--- src/rtl/toy_vmtx_load.sv ---
// Strided vector load: fetches ELEM_NUM elements from shared memory into one VRF register.
// Optional TOY_VMTX_LOAD_ERR_EN adds err_vld/err_opc reporting of non-load opcodes.
//
// state | meaning
// IDLE  | ready for an instruction
// RUN   | issuing reads and writing responses into the VRF
// DONE  | one-cycle completion, last VRF write visible

module toy_vmtx_load #(
    parameter int ADDR_WIDTH    = 32,
    parameter int DATA_WIDTH    = 32,
    parameter int ELEM_NUM      = 4,
    parameter int REG_IDX_WIDTH = 5
) (
    input  logic                        clk,
    input  logic                        rst_n,
    input  logic                        instr_vld,
    output logic                        instr_rdy,
    input  logic [4:0]                  instr_opc,
    input  logic [REG_IDX_WIDTH-1:0]    instr_rd,
    input  logic [ADDR_WIDTH-1:0]       instr_base,
    input  logic [ADDR_WIDTH-1:0]       instr_stride,
    output logic                        mem_req_vld,
    input  logic                        mem_req_rdy,
    output logic [ADDR_WIDTH-1:0]       mem_req_addr,
    input  logic                        mem_rsp_vld,
    input  logic [DATA_WIDTH-1:0]       mem_rsp_data,
    output logic                        vrf_wr_en,
    output logic [REG_IDX_WIDTH-1:0]    vrf_wr_idx,
    output logic [$clog2(ELEM_NUM)-1:0] vrf_wr_elem,
    output logic [DATA_WIDTH-1:0]       vrf_wr_data,
    output logic                        done_vld,
    output logic [REG_IDX_WIDTH-1:0]    done_rd,
`ifdef TOY_VMTX_LOAD_ERR_EN
    output logic                        err_vld,
    output logic [4:0]                  err_opc,
`endif
    output logic                        busy
);

    localparam int ELEM_W = $clog2(ELEM_NUM);
    localparam int CNT_W  = ELEM_W + 1;
    localparam logic [4:0]       OPC_MTX_LOAD = 5'b00001;
    localparam logic [CNT_W-1:0] CNT_FULL     = CNT_W'(ELEM_NUM);
    localparam logic [CNT_W-1:0] CNT_LAST     = CNT_W'(ELEM_NUM - 1);

    typedef enum logic [1:0] {
        S_IDLE = 2'd0,
        S_RUN  = 2'd1,
        S_DONE = 2'd2
    } state_t;

    state_t state_q, state_d;

    logic [REG_IDX_WIDTH-1:0] rd_q;
    logic [ADDR_WIDTH-1:0]    stride_q;
    logic [ADDR_WIDTH-1:0]    addr_q;
    logic [CNT_W-1:0]         req_cnt_q;
    logic [CNT_W-1:0]         rsp_cnt_q;
    logic                     wr_en_q;
    logic [ELEM_W-1:0]        wr_elem_q;
    logic [DATA_WIDTH-1:0]    wr_data_q;

    logic accept;
    logic load_go;
    logic req_fire;
    logic rsp_take;

    assign instr_rdy = (state_q == S_IDLE);
    assign busy      = (state_q != S_IDLE);
    assign accept    = instr_vld & instr_rdy;
    assign load_go   = accept & (instr_opc == OPC_MTX_LOAD);

    assign mem_req_vld  = (state_q == S_RUN) && (req_cnt_q < CNT_FULL);
    assign mem_req_addr = addr_q;
    assign req_fire     = mem_req_vld & mem_req_rdy;
    assign rsp_take     = (state_q == S_RUN) && mem_rsp_vld && (rsp_cnt_q < CNT_FULL);

    assign vrf_wr_en   = wr_en_q;
    assign vrf_wr_idx  = rd_q;
    assign vrf_wr_elem = wr_elem_q;
    assign vrf_wr_data = wr_data_q;
    assign done_vld    = (state_q == S_DONE);
    assign done_rd     = rd_q;

    always_comb begin
        state_d = state_q;
        case (state_q)
            S_IDLE:  if (load_go) state_d = S_RUN;
            S_RUN:   if (rsp_take && (rsp_cnt_q == CNT_LAST)) state_d = S_DONE;
            S_DONE:  state_d = S_IDLE;
            default: state_d = S_IDLE;
        endcase
    end

    always_ff @(posedge clk) begin
        if (!rst_n) begin
            state_q <= S_IDLE;
        end else begin
            state_q <= state_d;
        end
    end

    // Address advances by stride on each accepted request; wrap-around is intended.
    always_ff @(posedge clk) begin
        if (!rst_n) begin
            rd_q      <= '0;
            stride_q  <= '0;
            addr_q    <= '0;
            req_cnt_q <= '0;
            rsp_cnt_q <= '0;
        end else if (load_go) begin
            rd_q      <= instr_rd;
            stride_q  <= instr_stride;
            addr_q    <= instr_base;
            req_cnt_q <= '0;
            rsp_cnt_q <= '0;
        end else begin
            if (req_fire) begin
                addr_q    <= addr_q + stride_q;
                req_cnt_q <= req_cnt_q + 1'b1;
            end
            if (rsp_take) begin
                rsp_cnt_q <= rsp_cnt_q + 1'b1;
            end
        end
    end

    always_ff @(posedge clk) begin
        if (!rst_n) begin
            wr_en_q   <= 1'b0;
            wr_elem_q <= '0;
            wr_data_q <= '0;
        end else begin
            wr_en_q <= rsp_take;
            if (rsp_take) begin
                wr_elem_q <= rsp_cnt_q[ELEM_W-1:0];
                wr_data_q <= mem_rsp_data;
            end
        end
    end

`ifdef TOY_VMTX_LOAD_ERR_EN
    logic       err_vld_q;
    logic [4:0] err_opc_q;

    always_ff @(posedge clk) begin
        if (!rst_n) begin
            err_vld_q <= 1'b0;
            err_opc_q <= '0;
        end else begin
            err_vld_q <= accept && (instr_opc != OPC_MTX_LOAD);
            if (accept && (instr_opc != OPC_MTX_LOAD)) begin
                err_opc_q <= instr_opc;
            end
        end
    end

    assign err_vld = err_vld_q;
    assign err_opc = err_opc_q;
`endif

endmodule

--- config.mk ---
export PLATFORM = sky130hd
export DESIGN_NAME = toy_vmtx_load
export DESIGN_NICKNAME = d
export VERILOG_FILES = /design/src/rtl/toy_vmtx_load.sv
export SDC_FILE = /design/constraint.sdc
export NUM_CORES = 1
export LEC_CHECK = 0
export CAP_MARGIN = 20
export CORE_MARGIN = 3
export CORE_UTILIZATION = 35
export DETAILED_ROUTE_END_ITERATION = 7
export GPL_ROUTABILITY_DRIVEN = 1
export HOLD_SLACK_MARGIN = 0.05
export MAX_ROUTING_LAYER = met4
export PLACE_DENSITY_LB_ADDON = 0.1
export SETUP_SLACK_MARGIN = 0.5
export SYNTH_ARGS = -nofsm -noshare
export SYNTH_HDL_FRONTEND = slang
export SYNTH_SLANG_ARGS = --single-unit
--- constraint.sdc ---
create_clock -name clk -period 6.4 [get_ports clk]
set_input_delay 1.28 -clock clk [delete_from_list [all_inputs] [get_ports clk]]
set_output_delay 1.28 -clock clk [all_outputs]
set_load 0.02 [all_outputs]
==> impl_results.md, run 1 <==
- Port Buffer Count: 191
- Largest family of logic cells by synthesized area: compound AO/OA/AOI/OAI gates
- Synth Cell Area: 5860 um^2
- All-Layer GR Usage: 0.208
- DRC Markers: 0
- Setup violators final: 0
- Total core area: roughly 16,000 um^2
- DIE WIDTH: 135 um
- Yosys cell types: 57
- Die ar.: about 18,000 um^2
- XOR/XNOR Fraction of Synth Area: 0.0404
- Clock skew: around 8.8 ps
- Final Wtd Congestion: 0.903
- FF-to-FF Start: mem_req_addr[0]
- Area of placed instances: 7870 um^2
- Seq/Total Area, Yosys: 0.383
- Max Fclk: 274 MHz
- Highest net fanout along the worst path: 29
- Switching Power: ~320 uW
- Peak VDD IR: 0.114 mV
- Net Sw Frac: 0.228
- Minimum clock period: 3650 ps
- Unrepaired setup endpoints after global routing: false
- Io pins: 192
- Vias in the first global route: 5,998
- Area grow syn2layout: 39.3%
- LEAKAGE: roughly 3.0 nW
- Worst Setup SP: instr_opc[1]
- # resized after CTS: 0
- Critical Path Source Type: primary input
- Ys async rst share: 0
- Initial Util: 0.364
- Yosys top cell area share: 0.383
- Hold Buf Count CTS: 0
- Aggregate global routing overflow: 0
- Drt initial violations: 262
- Ys flop type: dfxtp_1
- Post-route cell area: 8170 um^2
- Post-synth EDFFs: 0
- Clock power share: 0.403
- Worst-Margin Slew: roughly 760 ps
- Post-DP HPWL: approximately 14,000 um
- Routed WL: 18,600 um
- Seq cells post-synth: 112
- Adder-Cell Fraction of Synth Area: 0.0760
- Syn_nets: 907
- WS Path Type: primary input to register
- Setup TNS: 0 ps
- Mapped Avg Cell Area: 7.70 um^2
- Clk slew on worst S/H paths: roughly 70 ps
- Commonest non-fill, non-tap cells in the layout: nand2_1, clkdlybuf4s50_1, a21oi_1
- Synth Area in Simple Gates: 0.199
- TritonCTS Buffers: 9
- Post-CTS setup repair buffer count: 0
- Routed via count: 5,977
- Sequential share of power: 0.505
- Final Max Tran Viols: 0
- First-pass GRT wire length: 30,000 um
- Clock sink count: 112
- Internal: 1.08 mW
- Compound-Gate Fraction of Synth Area: 0.251
- Max-Cap Viols: 0
- Largest buffer count on any clock path: 2
- TritonCTS clock tree: yes
- Post-synthesis cell count: 761
- Row count: 46
- Synth top area cells: dfxtp_1, nand2_1, a21oi_1, ha_1, clkbuf_1
- Fin. Hold Viols: 0
- Min-delay src: vrf_wr_data[27]
- CP endpoint kind: register
- Htree depth: 3
- Data required, critical path: about 6600 ps
- Cell area power density: between 150 and 200 nW/um^2
- Post-route antenna net violation count: 0
- R2R Setup Slk: around 3800 ps
- Slew HR: 0.491
- Final Core Density: 0.507
- DP Worst Slack: ~2400 ps
- Pre-antenna DRT Iters: 4
- HP Class: register to register
- WHS Path Cells: 2
- Pin count of the biggest net entering global routing: 71
- Power share of the combinational group: 0.092
- Via/cell ratio: 5.25
- Cell taking the most area after synthesis: dfxtp_1
- Layout cells sized above 1: 0.0325
- Critical Path AT: slightly below 4000 ps
- CTS root buffer: clkbuf_16
- Tcrit/Tclk final: 0.571
- Yosys warning count: 0
- Skew-Pair Late Insertion Delay: 360 ps
- Mux contribution to synthesized area: 0.00363
- WL/cell: about 16 um
- Commonest non-fill, non-tap cell in the layout: nand2_1
- Initial antenna violation count: 1
- Fin worst setup slack: 2750 ps
- Die Height: 135 um
- R2R depth: 9
- Status: finished clean
- Final layout net count: 1,063
[worst max-delay path, stage by stage]
cell and delay [ps]:
clkdlybuf4s50_1 400, nor4b_1 370, and4b_2 620, buf_4 430
nor2_1 220, a22oi_1 190, nor2_1 60, a311o_1 300
[metal layers]
metal | part of all wire | global-route usage | up-vias
li1 | - | - | 2995
met1 | 0.44 | 0.256 | 2807
met2 | 0.49 | 0.346 | 158
met3 | 0.058 | 0.0416 | 17
met4 | 0.017 | 0.0622 | 0
met5 | 0 | - | -
[cells in the mapped netlist (4+ instances only)]
| library cell | count |
|---|---|
| o21ai_1 | 9 |
| nand3_1 | 12 |
| xnor2_1 | 14 |
| ha_1 | 34 |
| nand4_1 | 9 |
| a31oi_1 | 6 |
| nand2_1 | 196 |
| dfxtp_1 | 112 |
| a311oi_1 | 5 |
| clkbuf_1 | 43 |
| a21oi_1 | 130 |
| o22ai_1 | 4 |
| inv_1 | 12 |
| xor2_1 | 13 |
| o211ai_1 | 5 |
| a22oi_1 | 4 |
| a21o_1 | 12 |
| and3_1 | 6 |
| o221ai_1 | 15 |
| o21ai_0 | 14 |
| nor2b_1 | 4 |
| nor3_1 | 12 |
| buf_4 | 5 |
| nor2_1 | 30 |
[cell type report]
class                      instances  area [um^2]
timing repair buffer             198         1960
clock inverter                     3         22.5
fill                            1562         7950
antenna                            1         2.50
tap                              216          270
sequential                       112         2240
inverter                          12         45.0
clock buffer                      13          270
multi-input combinational        584         3350
[per-stage QoR]
stage	instances	total power [mW]	hold WS [ps]
global route	1139	1.45	474
finish	1139	1.40	452
CTS	1138	1.42	457
floorplan	761	0.763	437
detailed placement	1122	0.852	448
global placement	1122	0.851	442
[cells by family after synthesis]
family	after synthesis
and+or+nand+nor	280
buffers and inverters	65
DFF	112
xor gates and xnor gates	27
muxes	2
adders and majority gates	35
AOI/OAI and AO/OA	240
[sequential cells by signal (all words and copies together) (netlist names)]
| signal | cells |
|---|---|
| mem_req_addr | 32 |
| done_rd | 5 |
| vrf_wr_data | 32 |
| rsp_cnt_q | 3 |
| state_q | 2 |
| req_cnt_q | 3 |
| vrf_wr_en | 1 |
| vrf_wr_elem | 2 |
| stride_q | 32 |
[path summary, 6_finish.rpt]
path / endpoint
max: mem_req_addr[30]
max reg2reg: mem_req_addr[30]
min reg2reg: vrf_wr_data[27]
min: vrf_wr_data[27]
[power groups by stage]
| stage | Combinational (mW) | Clock (mW) | Sequential [mW] |
|---|---|---|---|
| after floorplan | 0.0354 | 0 | 0.727 |
| after global placement | 0.128 | 0 | 0.723 |
| after detailed placement | 0.129 | 0 | 0.723 |
| after CTS | 0.129 | 0.582 | 0.707 |
| after global routing | 0.138 | 0.606 | 0.707 |
| final | 0.129 | 0.563 | 0.707 |
(Power assumes the default switching activity.)
==> inputs of run 2 (changes only) <==
- clock period: 6.4 -> 3.73 ns (I/O delays scaled with it)
==> run 2 against run 1 <==
Against the previous run:
- non-clock buffer count up 2
- design area is 0.55% higher
- cell count up 0.18%
- sequential share of layout area fell by 0.15 points
- die area stayed put
- largest power group unchanged
==> impl_results.md, run 2 (synthesis gave the netlist of run 1 again) <==
- Net Sw Frac: 0.243 (was 0.228)
- Clock power share: 0.425 (was 0.403)
- DIE WIDTH: 135 um (unchanged)
- Peak VDD IR: 0.267 mV (was 0.114 mV)
- Final Wtd Congestion: 0.909 (was 0.903)
- Clock skew: 8.30 ps (was 8.80 ps)
- Largest stage delay on the critical path: 660 ps (was 620 ps)
- Post-route antenna net violation count: 0 (unchanged)
- Commonest non-fill, non-tap cell in the layout: nand2_1 (unchanged)
- Pre-antenna DRT Iters: 5 (was 4)
- WS Path Type: register to output port (was primary input to register)
- Cell Chain, Critical Path: nor2b_1 -> nor2b_1 -> clkdlybuf4s50_1 (was clkdlybuf4s50_1 -> nor4b_1 -> and4b_2 -> buf_4 -> nor2_1 -> a22oi_1 -> nor2_1 -> a311o_1)
- Fin. Hold Viols: 0 (unchanged)
- LEAKAGE: 3.00 nW (was 2.98 nW)
- Drt initial violations: 278 (was 262)
- Unrepaired setup endpoints after global routing: false (unchanged)
- Row count: 46 (unchanged)
- Tcrit/Tclk final: 0.711
- CTS root buffer: clkbuf_16 (unchanged)
- Power share of the combinational group: 0.089 (was 0.092)
- Highest net fanout along the worst path: 5 (was 29)
- Setup violators final: 0 (unchanged)
- Clock sink count: 112 (unchanged)
- Status: finished clean (unchanged)
- Die Height: 135 um (unchanged)
- Sequential share of power: 0.486 (was 0.505)
- Crit-path leading delay family: buffers and inverters (was simple AND/OR/NAND/NOR gates)
- Largest buffer count on any clock path: 2 (unchanged)
- Pin count of the biggest net entering global routing: 51 (was 71)
- Area grow syn2layout: 40.1% (was 39.3%)
- Placed Cells: 1,124 (was 1,122)
- Htree depth: 3 (unchanged)
- # resized after CTS: 0 (unchanged)
- WL/cell: 16.5 um (was 16.4 um)
- Skew-Pair Late Insertion Delay: 360 ps (about the same)
- First-pass GRT wire length: 30,200 um (was 30,000 um)
- Layout Cells excl Fill: 1,141 (was 1,139)
- Final Max Tran Viols: 0 (unchanged)
- Cell area power density: 304 nW/um^2 (was 171 nW/um^2)
- Max-Cap Viols: 0 (unchanged)
- Commonest non-fill, non-tap cells in the layout: nand2_1, clkdlybuf4s50_1, a21oi_1 (unchanged)
- Setup TNS: 0 ps (unchanged)
- Via/cell ratio: 5.30 (was 5.25)
- Post-CTS setup repair buffer count: 0 (unchanged)
- Initial Util: 0.364 (unchanged)
- Worst path most repeated cell: nor2b_1 (was nor2_1)
- HP Class: register to register (unchanged)
- TritonCTS clock tree: yes (unchanged)
- Clk slew on worst S/H paths: 80 ps (was 70 ps)
- Worst-Margin Slew: 729 ps (was 762 ps)
- DRC Markers: 0 (unchanged)
- Vias in the first global route: 6,022 (was 5,998)
- Internal: 1.89 mW (was 1.08 mW)
- Max Fclk: 377 MHz
- Aggregate global routing overflow: 0 (unchanged)
- Minimum clock period: 2650 ps
- Hold Buf Count CTS: 0 (unchanged)
- Data required, critical path: 2980 ps (was 6640 ps)
- Switching Power: 606 uW (was 319 uW)
- Total core area: 16,100 um^2 (unchanged)
- Routed via count: 6,043 (was 5,977)
- Slew HR: 0.513 (was 0.491)
- Routed WL: 18,800 um (was 18,600 um)
- Port Buffer Count: 191 (unchanged)
- All-Layer GR Usage: 0.208 (about the same)
- WP buf/inv: 1 (was 2)
- Die ar.: 18,300 um^2 (unchanged)
- Critical Path AT: 1910 ps (was 3890 ps)
- Layout cells sized above 1: 0.0357 (was 0.0325)
- Post-DP HPWL: 13,800 um (was 13,700 um)
- Fill count: 1,562 (unchanged)
- Max stage delay cell, worst path: clkdlybuf4s50_1 (was and4b_2)
- Final layout net count: 1,065 (was 1,063)
- CP endpoint kind: output port (was register)
- Io pins: 192 (unchanged)
- Initial antenna violation count: 1 (unchanged)
- TritonCTS Buffers: 9 (unchanged)
- Critical Path Source Type: register (was primary input)
- Final Core Density: 0.509 (was 0.507)
## run 2: cell count changes in the layout (fill, tap and decap cells not counted), sizes merged
cell | before | now
clkbuf | 13 | 9
inv | 13 | 16
buf | 7 | 9
bufinv | 0 | 1
## run 2: area by class of cell
| class | instances | area, um^2 | area share |
|---|---|---|---|
| clock buffer | 9 | 225 | 0.0274 |
| multi-input combinational | 584 | 3350 | 0.408 |
| antenna | 1 | 2.50 | 0.000305 |
| sequential | 112 | 2240 | 0.273 |
| tap | 216 | 270 | 0.0329 |
| inverter | 12 | 45.0 | 0.00549 |
| timing repair buffer | 200 | 1980 | 0.241 |
| clock inverter | 7 | 97.6 | 0.0119 |
## run 2: metal layers
metal  GRT usage  share of wire  vias up
met5           -              0        -
met4      0.0392          0.014        0
met3      0.0550          0.059       16
met2       0.344           0.48      178
met1       0.258           0.45     2860
li1            -              -     2989
## run 2: stage by stage
step	power (mW)	setup WS, ps	area [um^2]	hold slack [ps]
after floorplan	1.31	1250	5860	437
after global placement	1.46	803	7890	442
after detailed placement	1.46	795	7890	446
after CTS	2.53	1050	8210	459
after global routing	2.59	929	8210	476
final	2.49	1080	8210	456
## run 2: tightest hold or removal path, cell delays in order (launching register included)
cell and delay (ps):
dfxtp_1 310, nand2_1 50, a21oi_1 50
## run 2: path summary, 6_finish.rpt
kind	startpoint	to	slack (ps)	cells after the start
setup / recovery	state_q[0]	mem_req_vld	1080	3
hold / removal	vrf_wr_data[2]	vrf_wr_data[2]	460	2
setup reg to reg	mem_req_addr[23]	mem_req_addr[30]	1110	8
hold reg to reg	vrf_wr_data[2]	vrf_wr_data[2]	460	2
## run 2: power groups by stage
stage / registers [mW] / clock network [mW] / logic [mW]
2_1_floorplan: 1.25 / 0 / 0.0608
3_3_place_gp: 1.24 / 0 / 0.220
3_5_place_dp: 1.24 / 0 / 0.222
4_1_cts: 1.21 / 1.09 / 0.223
5_1_grt: 1.21 / 1.14 / 0.237
6_report: 1.21 / 1.06 / 0.221
==> inputs of run 3 (changes only) <==
- clock period: 3.73 -> 2.2 ns (I/O delays scaled with it)
==> run 3 against run 2 <==
Against the previous run:
- the run now ends with negative setup slack left
- register-to-register slack got worse by 1100 ps
- non-clock buffer count increased by 111
- sequential share of layout area decreased by 4.8 points
- core utilization increased by 13 points
- design area increased by 25%
- cell count increased by 9.7%
==> impl_results.md, run 3 (synthesis gave the netlist of run 1 again) <==
- FF-to-FF Start: stride_q[23] (was mem_req_addr[23])
- Clk slew on worst S/H paths: 90 ps (was 80 ps)
- Initial antenna violation count: 1 (unchanged)
- Aggregate global routing overflow: 0 (unchanged)
- DP Worst Slack: -269 ps (was 795 ps)
- Crit-path leading delay family: compound AO/OA/AOI/OAI gates (was buffers and inverters)
- Routed via count: 6,581 (was 6,043)
- Minimum clock period: between 2000 and 2500 ps
- Pwr Total: 4.38 mW (was 2.49 mW)
- CP endpoint kind: register (was output port)
- Worst-Margin Slew: 398 ps (was 729 ps)
- Drt initial violations: 263 (was 278)
- All-Layer GR Usage: 0.236 (was 0.208)
- Htree depth: 3 (unchanged)
- Die Height: 135 um (unchanged)
- Layout cells sized above 1: 0.299 (was 0.0357)
- Post-route cell area: 10,300 um^2 (was 8210 um^2)
- Tcrit/Tclk final: 1.01
- Fin. Hold Viols: 0 (unchanged)
- Critical Path Source Type: register (unchanged)
- Die ar.: 18,300 um^2 (unchanged)
- WS Path Type: register to register (was register to output port)
- DIE WIDTH: 135 um (unchanged)
- Fill count: 1,406 (was 1,562)
- Pre-antenna DRT Iters: 6 (was 5)
- Post-route antenna net violation count: 0 (unchanged)
- TritonCTS clock tree: yes (unchanged)
- Peak VDD IR: 0.492 mV (was 0.267 mV)
- Vias in the first global route: 6,819 (was 6,022)
- Initial Util: 0.364 (unchanged)
- Data required, critical path: 2460 ps (was 2980 ps)
- Final layout net count: 1,176 (was 1,065)
- Fin worst setup slack: -17.1 ps (was 1080 ps)
- Routed WL: 21,300 um (was 18,800 um)
- Cell Chain, Critical Path: ha_4 -> a21o_1 -> a21o_1 -> a221o_1 -> a221o_1 -> a21oi_2 -> a2111oi_2 -> a311o_1 (was nor2b_1 -> nor2b_1 -> clkdlybuf4s50_1)
- Area of placed instances: 8920 um^2 (was 7890 um^2)
- Commonest non-fill, non-tap cells in the layout: nand2_1, a21oi_1, clkdlybuf4s50_1 (was nand2_1, clkdlybuf4s50_1, a21oi_1)
- Setup TNS: -33.0 ps (was 0 ps)
- Total core area: 16,100 um^2 (unchanged)
- WL/cell: 17.0 um (was 16.5 um)
- Final Max Tran Viols: 0 (unchanged)
- Clock sink count: 112 (unchanged)
- Failing checks: negative setup slack
- Pin count of the biggest net entering global routing: 85 (was 51)
- CTS root buffer: clkbuf_16 (unchanged)
- Reg area: 2320 um^2 (was 2240 um^2)
- Port Buffer Count: 191 (unchanged)
- Critical Path AT: 2480 ps (was 1910 ps)
- Unrepaired setup endpoints after global routing: true (was false)
- Largest stage delay on the critical path: 380 ps (was 660 ps)
- Commonest non-fill, non-tap cell in the layout: nand2_1 (unchanged)
- Min-delay src: vrf_wr_data[7] (was vrf_wr_data[2])
- WP buf/inv: 0 (was 1)
- Clock skew: 18.7 ps (was 8.30 ps)
- Status: complete, but fails checks (was finished clean)
- DRC Markers: 0 (unchanged)
- Largest buffer count on any clock path: 2 (unchanged)
- Io pins: 192 (unchanged)
- Post-DP HPWL: 15,200 um (was 13,800 um)
- Worst Setup SP: stride_q[23] (was state_q[0])
- Row count: 46 (unchanged)
- Via/cell ratio: 5.26 (was 5.30)
- Multi-input gate area: 4350 um^2 (was 3350 um^2)
- Max Fclk: between 400 and 500 MHz
- Hold Buf Count CTS: 0 (unchanged)
- Area grow syn2layout: 75.3% (was 40.1%)
- Max stage delay cell, worst path: a221o_1 (was clkdlybuf4s50_1)
- Skew-Pair Late Insertion Delay: 370 ps (was 360 ps)
- Highest net fanout along the worst path: 3 (was 5)
- HP Class: register to register (unchanged)
- First-pass GRT wire length: 34,000 um (was 30,200 um)
- TritonCTS Buffers: 9 (unchanged)
- Final Core Density: 0.638 (was 0.509)
- Max-Cap Viols: 0 (unchanged)
- LEAKAGE: 4.15 nW (was 3.00 nW)
- Final Wtd Congestion: 0.899 (was 0.909)
- Setup violators final: 2 (was 0)
- Slew HR: 0.733 (was 0.513)
- Cell area power density: 427 nW/um^2 (was 304 nW/um^2)
-- run 3: cell types whose count changed in the layout (fill, tap and decap cells not counted), sizes merged --
cell and change:
buf +112, clkbuf +1, clkdlybuf4s15 +5, clkdlybuf4s50 -85, dlygate4sd2 +79, inv -1
-- run 3: worst min-delay path, delay by kind of cell, from the launching register on --
kind             cells  cell delay [ps]
flip-flops           1              310
AND/OR/NAND/NOR      1               50
AO/OA/AOI/OAI        1               50
-- run 3: layout make-up --
| type | instances | area share |
|---|---|---|
| multi-input cells | 584 | 0.423 |
| repair buffers | 311 | 0.287 |
| flip-flops and latches | 112 | 0.225 |
| well taps | 216 | 0.0263 |
| clock buffers | 10 | 0.0244 |
| clock inverters | 6 | 0.00913 |
| inverters | 12 | 0.00438 |
| diodes | 1 | 0.000244 |
-- run 3: through the flow --
stage,hold slack [ps],std cells
final,454,1252
after global routing,485,1252
after CTS,455,1233
after detailed placement,446,1191
after global placement,442,1191
after floorplan,440,761
-- run 3: per-layer routing --
layer,share of wire,GRT usage,up-vias
li1,-,-,3215
met1,0.42,0.276,3173
met2,0.50,0.404,174
met3,0.057,0.0579,19
met4,0.018,0.0672,0
met5,0,-,-
-- run 3: where the power goes --
| part | switching (mW) | internal (mW) |
|---|---|---|
| sequential | 0.0166 | 2.03 |
| clock | 0.903 | 0.996 |
| combinational | 0.167 | 0.265 |
| total | 1.09 | 3.30 |
-- run 3: path summary, 6_finish.rpt --
check	end	slack [ps]	cells after the start
worst min register to register	vrf_wr_data[7]	450	2
worst max-delay path	mem_req_addr[30]	-20	8
worst min-delay path	vrf_wr_data[7]	450	2
worst max register to register	mem_req_addr[30]	-20	8
-- run 3: timing repair --
action	in CTS	in global routing
pin swaps	61	63
setup endpoints to repair	157	54
gates resized for setup	185	68
cloned	2	0
hold endpoints to repair	0	0
setup buffers	24	18
